$ cat src/rtl/sw_led_ctrl.sv
// sw_led_ctrl: debounced switch-driven LED mode controller.
// A raw switch is synchronized and debounced. Each accepted rising edge
// advances the LED mode OFF -> ON -> BLINK -> DIM -> OFF. The LED output is
// registered and derived from the mode held before each clock edge.
module sw_led_ctrl #(
   parameter logic [15:0] DEBOUNCE_CYCLES = 16'd50000,
   parameter logic [23:0] BLINK_HALF      = 24'd12500000,
   parameter logic [3:0]  DIM_DUTY        = 4'd4
) (
   input  logic       clk,
   input  logic       rst_n,
   input  logic       SW,
   output logic       LED,
   output logic [1:0] mode,
   output logic       press,
   output logic       sw_clean
);

   localparam logic [1:0] MODE_OFF   = 2'd0;
   localparam logic [1:0] MODE_ON    = 2'd1;
   localparam logic [1:0] MODE_BLINK = 2'd2;
   localparam logic [1:0] MODE_DIM   = 2'd3;

   // registered state
   logic        s1_r;
   logic        s2_r;
   logic        sw_clean_r;
   logic [15:0] db_cnt_r;
   logic        press_r;
   logic [1:0]  mode_r;
   logic [23:0] blink_cnt_r;
   logic        phase_r;
   logic [3:0]  pwm_cnt_r;
   logic        led_r;

   // next-state values
   logic        sw_clean_s;
   logic [15:0] db_cnt_s;
   logic        rise_s;
   logic [1:0]  mode_s;
   logic [23:0] blink_cnt_s;
   logic        phase_s;
   logic [3:0]  pwm_cnt_s;
   logic        led_s;

   // Debounce: count consecutive cycles the synchronized level differs
   // from the accepted level; accept it once the count reaches the limit.
   always_comb begin
      sw_clean_s = sw_clean_r;
      db_cnt_s   = 16'd0;
      rise_s     = 1'b0;
      if (s2_r == sw_clean_r) begin
         db_cnt_s = 16'd0;
      end else if (db_cnt_r == (DEBOUNCE_CYCLES - 16'd1)) begin
         sw_clean_s = s2_r;
         db_cnt_s   = 16'd0;
         rise_s     = s2_r;
      end else begin
         db_cnt_s = db_cnt_r + 16'd1;
      end
   end

   // Mode sequencing: advance one step (wrapping) on each accepted press.
   always_comb begin
      mode_s = mode_r;
      if (rise_s) begin
         mode_s = mode_r + 2'd1;
      end else begin
         mode_s = mode_r;
      end
   end

   // Blink timer: runs only while staying in BLINK; restarts at phase 1
   // whenever BLINK is entered or left.
   always_comb begin
      blink_cnt_s = 24'd0;
      phase_s     = 1'b1;
      if ((mode_r == MODE_BLINK) && (mode_s == MODE_BLINK)) begin
         if (blink_cnt_r == (BLINK_HALF - 24'd1)) begin
            blink_cnt_s = 24'd0;
            phase_s     = ~phase_r;
         end else begin
            blink_cnt_s = blink_cnt_r + 24'd1;
            phase_s     = phase_r;
         end
      end else begin
         blink_cnt_s = 24'd0;
         phase_s     = 1'b1;
      end
   end

   // PWM counter free-runs in every mode so DIM phase is arbitrary.
   always_comb begin
      pwm_cnt_s = pwm_cnt_r + 4'd1;
   end

   // LED drive selected by the mode held before this edge.
   always_comb begin
      led_s = 1'b0;
      case (mode_r)
         MODE_OFF:   led_s = 1'b0;
         MODE_ON:    led_s = 1'b1;
         MODE_BLINK: led_s = phase_r;
         MODE_DIM:   led_s = (pwm_cnt_r < DIM_DUTY);
         default:    led_s = 1'b0;
      endcase
   end

   // State registers with synchronous active-low reset.
   always_ff @(posedge clk) begin
      if (!rst_n) begin
         s1_r        <= 1'b0;
         s2_r        <= 1'b0;
         sw_clean_r  <= 1'b0;
         db_cnt_r    <= 16'd0;
         press_r     <= 1'b0;
         mode_r      <= MODE_OFF;
         blink_cnt_r <= 24'd0;
         phase_r     <= 1'b1;
         pwm_cnt_r   <= 4'd0;
         led_r       <= 1'b0;
      end else begin
         s1_r        <= SW;
         s2_r        <= s1_r;
         sw_clean_r  <= sw_clean_s;
         db_cnt_r    <= db_cnt_s;
         press_r     <= rise_s;
         mode_r      <= mode_s;
         blink_cnt_r <= blink_cnt_s;
         phase_r     <= phase_s;
         pwm_cnt_r   <= pwm_cnt_s;
         led_r       <= led_s;
      end
   end

   assign LED      = led_r;
   assign mode     = mode_r;
   assign press    = press_r;
   assign sw_clean = sw_clean_r;

endmodule

$ cat config.mk
export PLATFORM = sky130hd
export DESIGN_NAME = sw_led_ctrl
export DESIGN_NICKNAME = d
export VERILOG_FILES = /design/src/rtl/sw_led_ctrl.sv
export SDC_FILE = /design/constraint.sdc
export NUM_CORES = 1
export LEC_CHECK = 0
export ABC_AREA = 1
export CAP_MARGIN = 20
export CORE_UTILIZATION = 65
export DETAILED_ROUTE_END_ITERATION = 8
export GPL_TIMING_DRIVEN = 0
export PLACE_DENSITY = 0.81
export SETUP_SLACK_MARGIN = 0.5
export SLEW_MARGIN = 20
export SYNTH_ARGS = -nofsm -noshare
export SYNTH_HDL_FRONTEND = slang
export SYNTH_SLANG_ARGS = --single-unit
$ cat constraint.sdc
create_clock -name clk -period 4.68 [get_ports clk]
set_input_delay 0.468 -clock clk [delete_from_list [all_inputs] [get_ports clk]]
set_output_delay 0.468 -clock clk [all_outputs]
set_load 0.1 [all_outputs]
==> run_results.csv <==
group,metric,value,unit
setup_path,critical_path_required,4210,ps
global_route,grt_pass1_vias,1988,
floorplanning,initial_core_util,68.9,%
floorplanning,dieArea,4220,um2
worst_hold_path,hold_path.class,"reg -> reg",
placed_design,port_buffers,7,
synth,syn-instance-count,348,
setup_path,critPathArrivalTime,1840,ps
sta,fin_skew,6.21,ps
cells_and_area,final_area,2800,um2
synth,yosysSeqAreaShare,40.4,%
synth,yosys_register_bits,52,
route,antenna_left,0,
sta,hold_slack,424,ps
synth,syn_avg_cell_area,7.41,um2
placed_design,place_congestion,0.907,
setup_path,cpPeakStageDelay,1150,ps
clock_network,cts-buffers-inserted,5,
synth,yosys.area.top_type_share,40.4,%
pwr,ir_drop,0.217,mV
clock_network,h-tree-depth,2,
route,routed_wl,4.54,mm
sta,final.setup.tns,0,ps
global_route,grt_use_met1,29.5,%
setup_path,cp-start-kind,"flop",
synth,synthTopCellsByArea,"dfxtp_1, nand2_1, nor2_1",
route,vias,2095,
sta,fmax,0.434,GHz
clock_network,cts_tree,"done",
clock_network,insertion_delay,300,ps
floorplanning,rows,22,
global_route,grt_usage,24.6,%
clock_network,cts_resized,0,
placed_design,placed_area,2710,um2
clock_network,clockBufferDepth,2,
run_status,status,"finished, final reports clean",
sta,hold_viol,0,
pwr,leakage,0.958,nW
sta,post-route-period-util,49.2,%
setup_path,worst_setup_path_end_kind,"output pin",
floorplanning,core,3740,um2
setup_path,crit_path_max_fanout,4,
cells_and_area,final_nets,370,
global_route,grt_pass1_wl,8.09,mm
route,drt-initial-drc-count,109,
global_route,grt_max_degree,16,
floorplanning,die_w,65.0,um
setup_path,worstPathCellList,"clkdlybuf4s50_1",
floorplanning,io_pins,8,
global_route,gr-usage-met2,43.6,%
route,via_per_inst,5.10,
floorplanning,die_h,65.0,um
setup_path,crit_family,"buffers and inverters",
setup_path,slowest_stage,"clkdlybuf4s50_1",
sta,drv_slew,0,
synth,yosysTopAreaCell,"dfxtp_1",
pwr,powerDensity,256,nW/um2
global_route,grt_overflow_total,0,
cells_and_area,drive_above_1_share,11.8,%
placed_design,post-dp-hpwl,3.45,mm
clock_network,root_buffer,"clkbuf_8",
pwr,total_power,716,uW
setup_path,path_class,"reg -> out",
global_route,met3_usage,3.17,%
route,wl_per_cell,11.0,um
sta,slew_headroom,35.5,%
setup_path,critPathBufInv,1,
synth,synth_cell_type_count,27,
synth,syn_nets,356,
cells_and_area,syn_to_final_growth,8.69,%
job,maxCapViolCount,0,
clock_network,clk_pin_slew,80,ps
clock_network,cts_setup_buffers,0,
route,dr.pass1.iters,4,
synth,synthesis.area,2580,um2
clock_network,clkSinkCount,52,
sta,rsz0062_at_grt,"no",
sta,fin_crit,2300,ps
cells_and_area,final_util,74.8,%
synth,yosysWarnings,0,
global_route,gr-max-usage-layer,"met2",
sta,tightest_slew,964,ps
sta,setup_viol,0,
global_route,antenna_found_initial,0,
clock_network,hold_buffers,0,
cells_and_area,diodes,0,
route,drc,0,
worst register-to-register path, stage by stage (launching register included):
cell and delay [ps]:
dfxtp_1 430, ha_1 250, nand3_1 210, inv_1 170, nand2_1 110, nor2_1 200, nand2_1 100, xor2_1 150
inv_1 70, nor2_2 90
cell usage after synthesis, drive strengths merged:
master  count
nand2      69
nor3b       2
and3        1
a221oi      1
a21oi      11
a31oi       1
inv        50
nor2       79
dfxtp      52
o21ai       2
nor3       13
xor2       16
xnor2       7
nand3b      5
nand4      13
o21a        2
buf         3
ha          5
nand3      16
worst paths after layout:
| kind | from | slack [ps] | end | cells past startpoint |
|---|---|---|---|---|
| hold / removal | s1_r | 420 | s2_r | 2 |
| hold reg to reg | s1_r | 420 | s2_r | 2 |
| setup reg to reg | blink_cnt_r[0] | 2860 | blink_cnt_r[14] | 9 |
| setup / recovery | mode[1] | 2380 | mode[1] | 1 |
layout by cell type, fill, tap and decap left out, types with 2 or more instances in the layout:
master and n:
nand4_1 13, clkdlybuf4s50_1 7, nor2_2 22, nand3b_1 5, dfxtp_1 52, clkbuf_8 6
inv_2 2, o21a_1 2, nor2_1 54, nand3_1 11, xnor2_1 7, xor2_1 16
nor3_1 13, inv_1 48, nand3_2 4, buf_6 2, nor3b_1 2, ha_1 5
a21oi_1 11, nor2_4 2, nand2_1 68, o21ai_0 2
cell type report:
type                       count  area (um2)
fill                         310         942
tap                           48        60.1
inverter                      50         188
multi-input combinational    243        1320
buffer                         3        27.5
timing repair buffer           7        70.1
sequential                    52        1040
clock buffer                   7        86.3
clock inverter                 1        7.51
through the flow:
stage,worst slack [ps],instances
after detailed placement,2650,403
after CTS,2360,411
after global placement,2690,403
after floorplan,2510,348
final,2380,411
after global routing,2310,411
layer usage:
metal	routed length (um)	part of all wire, %
met5	0	0
met4	83	1.8
met1	2150	47
met2	2190	48
met3	112	2.5
where the power goes:
group          total, mW  internal (mW)  switching (mW)  leakage, nW
clock network      0.258          0.120           0.138       0.0445
registers          0.447          0.445         0.00212        0.420
logic             0.0110        0.00463         0.00632        0.493
kinds of logic after synthesis:
logic type                 synth area share, %
and+or+nand+nor                           37.3
xor gates and xnor gates                  7.82
AOI/OAI and AO/OA                         3.69
buffers and inverters                     8.35
DFF                                       40.4
adders and majority gates                 2.43
state kept, by name, summed over array words and instances (netlist names):
signal / flops
s2_r: 1
pwm_cnt_r: 4
phase_r: 1
s1_r: 1
LED: 1
blink_cnt_r: 24
db_cnt_r: 16
sw_clean: 1
mode: 2
press: 1
(Power assumes the default switching activity.)
